[src/rtl/uart_pkg.sv]
// Shared UART definitions for the transmitter (and the future receiver).
//
// Contents:
//   parity_e      - frame parity mode (PAR_NONE / PAR_EVEN / PAR_ODD)
//   uart_state_e  - transmit/receive frame FSM states
//   calc_parity   - parity bit for a data word under a given mode
package uart_pkg;

    typedef enum logic [1:0] {
        PAR_NONE = 2'd0,
        PAR_EVEN = 2'd1,
        PAR_ODD  = 2'd2
    } parity_e;

    typedef enum logic [2:0] {
        StIdle  = 3'd0,
        StStart = 3'd1,
        StData  = 3'd2,
        StPar   = 3'd3,
        StStop  = 3'd4
    } uart_state_e;

    // Widest supported data word; narrower words are zero-extended by the caller,
    // which leaves the XOR reduction unchanged.
    localparam int unsigned MAX_DATA_BITS = 9;

    // Even parity is the XOR of the data bits, odd parity its inverse.
    // PAR_NONE returns 0 (the bit is never transmitted in that mode).
    function automatic logic calc_parity(logic [MAX_DATA_BITS-1:0] word, parity_e mode);
        logic p;
        p = ^word;
        unique case (mode)
            PAR_EVEN: calc_parity = p;
            PAR_ODD:  calc_parity = ~p;
            default:  calc_parity = 1'b0;
        endcase
    endfunction

endpackage

[src/rtl/uart_tx_param_if.sv]
// Write-side handshake of the UART transmitter.
//
// Signals:
//   tx_data   - word to send, LSB transmitted first
//   tx_valid  - tx_data valid
//   tx_ready  - transmitter can accept a word (FIFO not full)
// A word transfers on every rising edge where tx_valid and tx_ready are both high.
//
// Modports:
//   master - producer of words (drives tx_data / tx_valid)
//   slave  - the transmitter (drives tx_ready)
interface uart_tx_param_if #(
    parameter int unsigned DATA_BITS = 8
) ();

    logic [DATA_BITS-1:0] tx_data;
    logic                 tx_valid;
    logic                 tx_ready;

    modport master (
        output tx_data,
        output tx_valid,
        input  tx_ready
    );

    modport slave (
        input  tx_data,
        input  tx_valid,
        output tx_ready
    );

endinterface

[src/rtl/uart_tx_fifo.sv]
// Synchronous FIFO holding words waiting to be serialised.
//
// Ports:
//   clk, rst_n - clock, asynchronous active-low reset (clears pointers and level)
//   push, wdata - write request and data; ignored while full
//   pop         - read request; ignored while empty
//   rdata       - word at the head of the FIFO (valid while !empty)
//   full, empty - occupancy flags
//   level       - number of words held, 0..DEPTH
//
// Reads come straight from storage, so a word written into an empty FIFO is
// only visible at rdata from the cycle after the write.
module uart_tx_fifo #(
    parameter int unsigned WIDTH = 8,
    parameter int unsigned DEPTH = 4
) (
    input  logic                       clk,
    input  logic                       rst_n,
    input  logic                       push,
    input  logic [WIDTH-1:0]           wdata,
    input  logic                       pop,
    output logic [WIDTH-1:0]           rdata,
    output logic                       full,
    output logic                       empty,
    output logic [$clog2(DEPTH+1)-1:0] level
);

    localparam int unsigned PTR_W = $clog2(DEPTH);
    localparam int unsigned LVL_W = $clog2(DEPTH + 1);
    localparam logic [LVL_W-1:0] LVL_FULL = LVL_W'(DEPTH);

    logic [WIDTH-1:0] mem [DEPTH];
    logic [PTR_W-1:0] wr_ptr_q;
    logic [PTR_W-1:0] rd_ptr_q;
    logic [LVL_W-1:0] level_q;
    logic             do_push;
    logic             do_pop;

    assign full    = (level_q == LVL_FULL);
    assign empty   = (level_q == '0);
    assign do_push = push && !full;
    assign do_pop  = pop && !empty;
    assign rdata   = mem[rd_ptr_q];
    assign level   = level_q;

    // Storage needs no reset: pointers and level define which entries are live.
    always_ff @(posedge clk) begin
        if (do_push) begin
            mem[wr_ptr_q] <= wdata;
        end
    end

    // DEPTH is a power of two, so the pointers wrap naturally.
    always_ff @(posedge clk or negedge rst_n) begin
        if (!rst_n) begin
            wr_ptr_q <= '0;
            rd_ptr_q <= '0;
            level_q  <= '0;
        end else begin
            if (do_push) begin
                wr_ptr_q <= wr_ptr_q + PTR_W'(1);
            end
            if (do_pop) begin
                rd_ptr_q <= rd_ptr_q + PTR_W'(1);
            end
            unique case ({do_push, do_pop})
                2'b10:   level_q <= level_q + LVL_W'(1);
                2'b01:   level_q <= level_q - LVL_W'(1);
                default: level_q <= level_q;
            endcase
        end
    end

endmodule

[src/rtl/uart_tx_param.sv]
// Parameterised UART transmitter with a small transmit FIFO.
//
// Parameters:
//   OVERSAMPLE - clock cycles per bit (4..256)
//   DATA_BITS  - data bits per frame (5..9)
//   PARITY     - PAR_NONE / PAR_EVEN / PAR_ODD
//   STOP_BITS  - 1 or 2
//   FIFO_DEPTH - transmit FIFO entries, power of two (2..64)
//
// Ports:
//   clk        - single clock, all logic on the rising edge
//   rst_n      - asynchronous active-low reset; aborts any frame and empties the FIFO
//   bus        - write handshake (tx_data / tx_valid / tx_ready), slave side
//   fifo_level - words currently queued in the FIFO
//   busy       - a frame is in progress or words are queued
//   tx         - registered serial output, idles high
//
// Frame: start(0), DATA_BITS data LSB first, optional parity, STOP_BITS stop(1),
// each bit held exactly OVERSAMPLE cycles. Consecutive queued words go out
// back-to-back with no idle gap.
module uart_tx_param
    import uart_pkg::*;
#(
    parameter int unsigned OVERSAMPLE = 16,
    parameter int unsigned DATA_BITS  = 8,
    parameter parity_e     PARITY     = PAR_EVEN,
    parameter int unsigned STOP_BITS  = 1,
    parameter int unsigned FIFO_DEPTH = 4
) (
    input  logic                            clk,
    input  logic                            rst_n,
    uart_tx_param_if.slave                  bus,
    output logic [$clog2(FIFO_DEPTH+1)-1:0] fifo_level,
    output logic                            busy,
    output logic                            tx
);

    // ------------------------------------------------------------------
    // Parameter legality
    // ------------------------------------------------------------------
    if (OVERSAMPLE < 4 || OVERSAMPLE > 256) begin : gen_bad_oversample
        $error("uart_tx_param: OVERSAMPLE must be in 4..256");
    end
    if (DATA_BITS < 5 || DATA_BITS > 9) begin : gen_bad_data_bits
        $error("uart_tx_param: DATA_BITS must be in 5..9");
    end
    if (PARITY != PAR_NONE && PARITY != PAR_EVEN && PARITY != PAR_ODD) begin : gen_bad_parity
        $error("uart_tx_param: PARITY must be PAR_NONE, PAR_EVEN or PAR_ODD");
    end
    if (STOP_BITS != 1 && STOP_BITS != 2) begin : gen_bad_stop_bits
        $error("uart_tx_param: STOP_BITS must be 1 or 2");
    end
    if (FIFO_DEPTH < 2 || FIFO_DEPTH > 64 ||
        (FIFO_DEPTH & (FIFO_DEPTH - 1)) != 0) begin : gen_bad_fifo_depth
        $error("uart_tx_param: FIFO_DEPTH must be a power of two in 2..64");
    end

    // ------------------------------------------------------------------
    // Constants
    // ------------------------------------------------------------------
    localparam int unsigned TICK_W = $clog2(OVERSAMPLE);
    localparam int unsigned BIT_W  = 4;
    localparam int unsigned LVL_W  = $clog2(FIFO_DEPTH + 1);

    localparam logic [TICK_W-1:0] TICK_LAST = TICK_W'(OVERSAMPLE - 1);
    localparam logic [BIT_W-1:0]  DATA_LAST = BIT_W'(DATA_BITS - 1);
    localparam logic [BIT_W-1:0]  STOP_LAST = BIT_W'(STOP_BITS - 1);
    localparam bit                HAS_PAR   = (PARITY != PAR_NONE);

    // ------------------------------------------------------------------
    // Transmit FIFO
    // ------------------------------------------------------------------
    logic [DATA_BITS-1:0] fifo_rdata;
    logic                 fifo_full;
    logic                 fifo_empty;
    logic [LVL_W-1:0]     fifo_level_w;
    logic                 pop;

    uart_tx_fifo #(
        .WIDTH (DATA_BITS),
        .DEPTH (FIFO_DEPTH)
    ) u_fifo (
        .clk   (clk),
        .rst_n (rst_n),
        .push  (bus.tx_valid),
        .wdata (bus.tx_data),
        .pop   (pop),
        .rdata (fifo_rdata),
        .full  (fifo_full),
        .empty (fifo_empty),
        .level (fifo_level_w)
    );

    // Ready depends on fullness only; the FIFO itself drops pushes while full.
    assign bus.tx_ready = !fifo_full;
    assign fifo_level   = fifo_level_w;

    // ------------------------------------------------------------------
    // Frame FSM
    // ------------------------------------------------------------------
    uart_state_e          state_q;
    logic [TICK_W-1:0]    tick_q;
    logic [BIT_W-1:0]     bit_q;
    logic [DATA_BITS-1:0] shift_q;
    logic                 par_q;
    logic                 tx_q;

    logic                 last_tick;
    logic                 frame_done;
    logic                 next_par;

    assign last_tick  = (tick_q == TICK_LAST);
    assign frame_done = (state_q == StStop) && last_tick && (bit_q == STOP_LAST);

    // Pop either from idle or on the final tick of the last stop bit, which
    // chains the next frame with no idle cycle in between.
    assign pop = !fifo_empty && ((state_q == StIdle) || frame_done);

    // Parity is taken from the popped word, so later changes on tx_data are irrelevant.
    assign next_par = calc_parity(MAX_DATA_BITS'(fifo_rdata), PARITY);

    always_ff @(posedge clk or negedge rst_n) begin
        if (!rst_n) begin
            state_q <= StIdle;
            tick_q  <= '0;
            bit_q   <= '0;
            shift_q <= '0;
            par_q   <= 1'b0;
            tx_q    <= 1'b1;
        end else begin
            unique case (state_q)
                StIdle: begin
                    tx_q <= 1'b1;
                    if (pop) begin
                        state_q <= StStart;
                        tick_q  <= '0;
                        bit_q   <= '0;
                        shift_q <= fifo_rdata;
                        par_q   <= next_par;
                        tx_q    <= 1'b0;
                    end
                end

                StStart: begin
                    if (last_tick) begin
                        tick_q  <= '0;
                        state_q <= StData;
                        tx_q    <= shift_q[0];
                        shift_q <= shift_q >> 1;
                    end else begin
                        tick_q <= tick_q + TICK_W'(1);
                    end
                end

                StData: begin
                    if (last_tick) begin
                        tick_q <= '0;
                        if (bit_q == DATA_LAST) begin
                            bit_q <= '0;
                            if (HAS_PAR) begin
                                state_q <= StPar;
                                tx_q    <= par_q;
                            end else begin
                                state_q <= StStop;
                                tx_q    <= 1'b1;
                            end
                        end else begin
                            bit_q   <= bit_q + BIT_W'(1);
                            tx_q    <= shift_q[0];
                            shift_q <= shift_q >> 1;
                        end
                    end else begin
                        tick_q <= tick_q + TICK_W'(1);
                    end
                end

                StPar: begin
                    if (last_tick) begin
                        tick_q  <= '0;
                        bit_q   <= '0;
                        state_q <= StStop;
                        tx_q    <= 1'b1;
                    end else begin
                        tick_q <= tick_q + TICK_W'(1);
                    end
                end

                StStop: begin
                    if (last_tick) begin
                        tick_q <= '0;
                        if (bit_q == STOP_LAST) begin
                            bit_q <= '0;
                            if (pop) begin
                                state_q <= StStart;
                                shift_q <= fifo_rdata;
                                par_q   <= next_par;
                                tx_q    <= 1'b0;
                            end else begin
                                state_q <= StIdle;
                                tx_q    <= 1'b1;
                            end
                        end else begin
                            bit_q <= bit_q + BIT_W'(1);
                        end
                    end else begin
                        tick_q <= tick_q + TICK_W'(1);
                    end
                end

                default: begin
                    state_q <= StIdle;
                    tick_q  <= '0;
                    bit_q   <= '0;
                    tx_q    <= 1'b1;
                end
            endcase
        end
    end

    assign tx   = tx_q;
    assign busy = (state_q != StIdle) || (fifo_level_w != '0);

endmodule

[src/flat_wrapper.sv]
// flat-port wrapper written by rule: the top's interface ports become plain ports
module uart_tx_param_flat import uart_pkg::*;
#(
    parameter int unsigned OVERSAMPLE = 16,
    parameter int unsigned DATA_BITS  = 8,
    parameter parity_e     PARITY     = PAR_EVEN,
    parameter int unsigned STOP_BITS  = 1,
    parameter int unsigned FIFO_DEPTH = 4
)
  (clk, rst_n, fifo_level, busy, tx, bus_tx_data, bus_tx_valid, bus_tx_ready);
  uart_tx_param_if #(.DATA_BITS(DATA_BITS)) bus_i ();
  input  logic clk;
  input  logic rst_n;
  output logic [$clog2(FIFO_DEPTH+1)-1:0] fifo_level;
  output logic busy;
  output logic tx;
  input wire logic [$bits(bus_i.tx_data)-1:0] bus_tx_data;
  input wire logic [$bits(bus_i.tx_valid)-1:0] bus_tx_valid;
  output wire logic [$bits(bus_i.tx_ready)-1:0] bus_tx_ready;
  assign bus_i.tx_data = bus_tx_data;
  assign bus_i.tx_valid = bus_tx_valid;
  assign bus_tx_ready = bus_i.tx_ready;
  uart_tx_param #(.OVERSAMPLE(OVERSAMPLE), .DATA_BITS(DATA_BITS), .PARITY(PARITY), .STOP_BITS(STOP_BITS), .FIFO_DEPTH(FIFO_DEPTH)) u_core (.clk(clk), .rst_n(rst_n), .bus(bus_i), .fifo_level(fifo_level), .busy(busy), .tx(tx));
endmodule
[config.mk]
export PLATFORM = sky130hd
export DESIGN_NAME = uart_tx_param_flat
export DESIGN_NICKNAME = d
export VERILOG_FILES = /design/src/rtl/uart_pkg.sv /design/src/rtl/uart_tx_param_if.sv /design/src/rtl/uart_tx_fifo.sv /design/src/rtl/uart_tx_param.sv /design/src/flat_wrapper.sv
export SDC_FILE = /design/constraint.sdc
export NUM_CORES = 1
export LEC_CHECK = 0
export ABC_AREA = 0
export CORE_MARGIN = 2
export CORE_UTILIZATION = 30
export DETAILED_ROUTE_END_ITERATION = 7
export DONT_BUFFER_PORTS = 1
export PLACE_DENSITY = 0.4
export REMOVE_ABC_BUFFERS = 1
export SLEW_MARGIN = 20
export SYNTH_ARGS = -nofsm -noshare
export SYNTH_HDL_FRONTEND = slang
export SYNTH_SLANG_ARGS = --single-unit
[constraint.sdc]
create_clock -name clk -period 5.1 [get_ports clk]
set_clock_uncertainty 0.2 [all_clocks]
set_input_delay 0.51 -clock clk [delete_from_list [all_inputs] [get_ports clk]]
set_output_delay 0.51 -clock clk [all_outputs]
set_load 0.01 [all_outputs]
== Yosys cells after proc, flatten, opt, wreduce, memory -nomap -nowiden ==
Memory sizes are Yosys's and may differ from the RTL's.
Index checks and enable logic that the tools add are counted.

* Flip-flop bits (word level): 28
* Bits in latches: 0
* RAM bits: 32
* Memory bits (read-only): 0
* Output and inout bits: 6
* Memories: 1

* Add/subtract/negate cells: 6
* Multipliers: 0
* Divide/modulo/power cells: 0
* $lt $le $gt $ge: 0
* Equality and inequality tests: 17
* Shifts and indexed selects: 0
* Muxes and demuxes: 40
* Bitwise operators: 1
* Reductions and logical operators: 24

{| class="wikitable"
|+ Memory list
! name !! words !! bits a word !! read ports !! clocked after Yosys merged registers in !! wr ports !! line !! text
|-
| u_core.u_fifo.mem || 4 || 8 || 1 || 0 || 1 || uart_tx_fifo.sv:32 || <nowiki>logic [WIDTH-1:0] mem [DEPTH];</nowiki>
|}

{| class="wikitable"
|+ Operator list
! kind !! count
|-
| 8-bit 2-to-1 mux || 6
|-
| 8-bit one-hot mux with 4 select lines || 1
|-
| 4-bit 2-to-1 mux || 7
|-
| 3-bit 2-to-1 mux || 7
|-
| 4-bit one-hot mux with 5 select lines || 1
|-
| 3-bit one-hot mux with 5 select lines || 1
|-
| 1-bit 2-to-1 mux || 13
|-
| 2-bit by 1-bit != test with 1-bit output, second input constant || 5
|-
| 5-bit AND reduction || 2
|-
| 9-bit parity || 1
|-
| 4-bit by 1-bit adder with 4-bit output, second input constant || 2
|-
| 4-bit one-hot mux with 2 select lines || 1
|-
| 7-bit AND reduction || 1
|-
| 3-bit by 2-bit equality test with 1-bit output, second input constant || 2
|-
| 3-bit equality test, second input constant || 2
|-
| 3-bit logical NOT || 2
|-
| 2-bit != test, second input constant || 3
|-
| 3-bit one-hot mux with 2 select lines || 1
|-
| 6-bit AND reduction || 1
|-
| 3-bit nonzero test || 2
|-
| 1-bit logical AND || 5
|-
| 1-bit one-hot mux with 5 select lines || 1
|-
| 2-bit by 1-bit adder with 2-bit output, second input constant || 2
|-
| 4-bit by 3-bit equality test with 1-bit output, second input constant || 1
|-
| other kinds (15) || 18
|}

== Depth between registers and ports, before layout ==
* Depth after elaboration: 9
* Gate-level depth with buffers: 11

== Hierarchy ==
Synthesis repeated with hierarchy kept, for this count alone.

* Cell total of the unflattened synthesis: 218
* Area total of the unflattened synthesis: 3056.7 um^2

{| class="wikitable"
|+ By module, submodules not included
! module !! times used !! cells each !! area an instance (um^2)
|-
| uart_tx_fifo || 1 || 79 || 1592.8
|-
| uart_tx_param || 1 || 139 || 1463.9
|}

== Worst setup path before layout ==
No wires, ideal clock.

* Path kind: reg2reg
* Start point: register u_core.tick_q[0]
* End point: register u_core.u_fifo.level_q[2] (netlist: u_core.u_fifo.level[2])
* Library setup time: 0.079 ns
* Arrival time: 2.404 ns
* Data required time: 4.821 ns
* Path slack: 2.416 ns
* Stages on the path, launching flop included: 12
* Path buffers: 1
* Period minus slack after synthesis: 2.684 ns
* Cell sequence: dfrtp_1 > ha_1 > and3_1 > buf_2 > nand2_1 > a211oi_4 > ha_1 > inv_1 > fa_1 > xor2_1 > nor2_1 > xor2_1

* Longest elaborated chain between the ends: 8
* Elaborated cells on any way between the ends: 10
* Those cells by class: eq/ne: 3; mux: 1; reduce/logical: 6

{| class="wikitable"
|+ Ends and longest elaborated chain
! item !! line !! text
|-
| start, declared || uart_tx_param.sv:102 || <nowiki>logic [TICK_W-1:0] tick_q;</nowiki>
|-
| start signal, assigned || uart_tx_param.sv:151 || <nowiki>tick_q <= tick_q + TICK_W'(1);</nowiki>
|-
| start signal, assigned || uart_tx_param.sv:173 || <nowiki>tick_q <= tick_q + TICK_W'(1);</nowiki>
|-
| start signal, assigned || uart_tx_param.sv:184 || <nowiki>tick_q <= tick_q + TICK_W'(1);</nowiki>
|-
| 4-bit equality test (*) || uart_tx_param.sv:112 || <nowiki>assign last_tick = (tick_q == TICK_LAST);</nowiki>
|-
| 1-bit logical AND (*) (2 in a row) || uart_tx_param.sv:113 || <nowiki>assign frame_done = (state_q == StStop) && last_tick && (bit_q == STOP_LAST);</nowiki>
|-
| 1-bit logical OR (*) || uart_tx_param.sv:117 || <nowiki>assign pop = !fifo_empty && ((state_q == StIdle) || frame_done);</nowiki>
|-
| 1-bit logical AND (*) || uart_tx_param.sv:117 ||
|-
| 1-bit logical AND (*) || uart_tx_fifo.sv:42 || <nowiki>assign do_pop = pop && !empty;</nowiki>
|-
| 2-bit by 1-bit equality test with 1-bit output / 2-bit equality test (equally long branches) || uart_tx_fifo.sv:66 || <nowiki>unique case ({do_push, do_pop})</nowiki>
|-
| 3-bit one-hot mux with 2 select lines / 2-bit nonzero test (equally long branches) || -- ||
|-
| end signal, assigned || uart_tx_fifo.sv:67 || <nowiki>2'b10: level_q <= level_q + LVL_W'(1);</nowiki>
|-
| end signal, assigned || uart_tx_fifo.sv:68 || <nowiki>2'b01: level_q <= level_q - LVL_W'(1);</nowiki>
|-
| end signal, assigned || uart_tx_fifo.sv:69 || <nowiki>default: level_q <= level_q;</nowiki>
|-
| end, declared || uart_tx_fifo.sv:35 || <nowiki>logic [LVL_W-1:0] level_q;</nowiki>
|}

Every way passes the cells marked *; elsewhere a longest branch is shown, timed or not.
A chain may end at the register's enable or synchronous reset.

== Worst setup path after layout ==
Ends and elaborated chain as after synthesis.

==> flow_summary.json <==
{
  "run_status": "completed",
  "crit_slowest_cell": "dfrtp_1",
  "regToRegStartpoint": "u_core.tick_q[0]",
  "irDropWorstVdd_mv": 0.139,
  "placed_cell_area_um2": 3030,
  "ctsHtreeMaxLevel": 3,
  "ioPinCount": 17,
  "mappedNetlistArea_um2": 2930,
  "worstSetupStartpoint": "u_core.tick_q[0]",
  "tritoncts.num_buffers": 9,
  "area_growth_pct": 10.6,
  "cp_slowest_stage_delay_ns": 0.44,
  "initial_antenna_violation_count": 0,
  "hold_removal_path_class": "in -> reg",
  "seq_area_frac_synth": 0.568,
  "worstPathRequired_ns": 5.16,
  "die-area_um2": 10600,
  "totalNegativeSetupSlack_ns": 0,
  "total_switching_power_uw": 694,
  "wire_length_of_the_first_global_routing_pass_um": 8750,
  "worst_hold_path.num_cells": 0,
  "period_minus_ws_final_ns": 3.02,
  "cts.sink_count": 60,
  "horizontal_die_dimension_um": 103,
  "port_buffers": 0,
  "grt_usage": 0.112,
  "worstSetupEndpointType": "flip-flop",
  "ys_warn_count": 0,
  "final.setup.worst_slack_ns": 2.08,
  "ant_nets": 0,
  "finalSetupViolCount": 0,
  "synth-edff-count": 32,
  "internal_portion_of_total_power_uw": 1220,
  "cp.arrival_ns": 3.08,
  "grt_setup_unrepaired": "false",
  "design.core.area_um2": 9640,
  "final_report_max_slew_violation_count": 0,
  "drv.max_cap_violation_count": 0,
  "final_nets": 243,
  "period_share": 0.591,
  "synth_top_flop_cell": "edfxtp_1",
  "layout.cells.most_common_list": "edfxtp_1, dfrtp_1, mux2_2, nand2_1",
  "path_buf_inv": 1,
  "root_buffer": "clkbuf_8",
  "placementRows": 36,
  "postRouteWirelength_um": 5310,
  "worst_setup_path_start_kind": "flip-flop",
  "post_synth.cell_area_avg_um2": 13.4,
  "ws_path_type": "reg -> reg",
  "synthDistinctLibCells": 47,
  "routed-via-count": 1667,
  "die-height_um": 103,
  "cellPowerDensity_nw_per_um2": 590,
  "worstPathMaxFanout": 9,
  "post_detailed_placement_half_perimeter_wirelength_um": 3580,
  "worstSetupPathDepth": 10,
  "pwr-share-seq": 0.417,
  "async_reset_ff_frac": 0.467,
  "layout-drive-gt1-share": 0.215,
  "starting_density": 0.304,
  "ff2ff_path_depth": 10,
  "synth.ff_latch_count": 60,
  "worst_setup_hold_path_clk_slew_ns": 0.08,
  "antenna_cells": 0,
  "largest_net_degree_at_the_start_of_global_routing": 29,
  "worstSkewPairLatency_ns": 0.34,
  "gp_congestion": 0.775,
  "layout.cells.most_common": "edfxtp_1",
  "dpl_worst_slack_ns": 2.14,
  "drt_first_iter_violations": 67,
  "max_clock_freq_mhz": 332,
  "share_clk_of_total_power": 0.202,
  "globalRouteOverflowTotal": 0,
  "via_count_of_the_first_global_routing_pass": 1712,
  "clk_path_buf_depth": 2,
  "pre_antenna_drt_iters": 4,
  "worst_hold_startpoint": "bus_tx_data[5]",
  "layout.cell_area.non_filler_um2": 3240,
  "tightestPinTransition_ns": 0.629,
  "switching_share": 0.363,
  "power.combinational.fraction": 0.381,
  "avgViaCountPerCell": 4.62,
  "hold_violations_final": 0,
  "clock_tree_from_tritoncts": "yes",
  "synth_cells": 218,
  "cp_cell_sequence": "ha_1 -> and3_1 -> nand2_1 -> a211oi_4 -> ha_1 -> inv_1 -> fa_1 -> xor2_1 -> nor2_1 -> xor2_1",
  "wire_per_inst_um": 14.7,
  "slew_headroom": 0.581,
  "cp_top_family": "adder cells",
  "p_leak_uw": 0.00119,
  "detail_route.drc_violations": 0
}
-- per-stage QoR --
step / hold slack (ns) / total power [uW] / util / cells
5_1_grt: 0.0340 / 2070 / 0.336 / 361
2_1_floorplan: 0.0144 / 1380 / - / 210
3_5_place_dp: 0.0152 / 1550 / 0.315 / 343
4_1_cts: 0.0390 / 1950 / 0.336 / 361
3_3_place_gp: 0.0150 / 1550 / 0.315 / 343
6_report: 0.0604 / 1910 / 0.336 / 361
-- power by group through the flow --
| stage | Clock, uW | Combinational, uW | Sequential, uW |
|---|---|---|---|
| after floorplan | 0 | 607 | 769 |
| after global placement | 0 | 741 | 812 |
| after detailed placement | 0 | 737 | 810 |
| after CTS | 405 | 749 | 800 |
| after global routing | 425 | 821 | 822 |
| final | 387 | 728 | 796 |
-- sequential cells by signal, summed over array words and instances, names as in the netlist --
register and flops:
u_core.bit_q 4, u_core.u_fifo.rd_ptr_q 2, u_core.u_fifo.level 3, u_core.shift_q 8, u_core.u_fifo.mem 32, u_core.tick_q 4
u_core.u_fifo.wr_ptr_q 2, u_core.par_q 1, u_core.state_q 3, u_core.tx 1
-- cell families after synthesis --
logic type | synth area share
buf+inv | 0.0363
xor+xnor | 0.0479
fa+ha+maj | 0.0410
flops | 0.568
simple gates | 0.0988
compound gates | 0.0817
mux | 0.126
-- final cells by class --
cell class	count	area [um2]
Tap cell	133	166
Inverter	12	45.0
Timing Repair Buffer	2	30.0
Fill cell	967	6400
Clock inverter	7	51.3
Clock buffer	9	124
Multi-Input combinational cell	138	1160
Sequential cell	60	1660
-- synth_stat cells, drive strengths merged, types with 2 or more instances --
cell / count / area share
edfxtp: 32 / 0.33
dfrtp: 27 / 0.23
mux2: 15 / 0.058
nand2: 13 / 0.017
inv: 12 / 0.015
nor2: 12 / 0.018
o21ai: 12 / 0.021
xnor2: 12 / 0.036
a21oi: 9 / 0.018
ha: 8 / 0.034
mux4: 8 / 0.062
buf: 7 / 0.019
nand2b: 6 / 0.013
and3: 5 / 0.011
nor3: 4 / 0.0085
xor2: 4 / 0.012
o21a: 3 / 0.0077
or3: 3 / 0.0098
mux2i: 2 / 0.0068
nand3: 2 / 0.0034
o22ai: 2 / 0.0043
or2: 2 / 0.0043
-- routing by layer --
metal,part of all wire,routed length (um),track usage
met1,0.45,2390,0.141
met2,0.49,2590,0.174
met3,0.047,252,0.0407
met4,0.015,80,0.0486
met5,0,0,0
-- what timing repair did --
action                                 in CTS  in global routing
gates resized for setup                     0                  0
setup buffers                               0                  0
hold buffers                                2                  0
endpoints found under the hold margin      28                  0
-- worst paths after layout --
| check | to | slack (ns) |
|---|---|---|
| worst max register to register | u_core.u_fifo.level[2] | 2.08 |
| max in group asynchronous | u_core.tx | 4.05 |
| min in group asynchronous | u_core.tick_q[3] | 0.40 |
| worst min-delay path | u_core.u_fifo.mem[1][5] | 0.06 |
| worst min register to register | u_core.tick_q[3] | 0.28 |
| worst max-delay path | u_core.u_fifo.level[2] | 2.08 |
(Power assumes the default switching activity.)
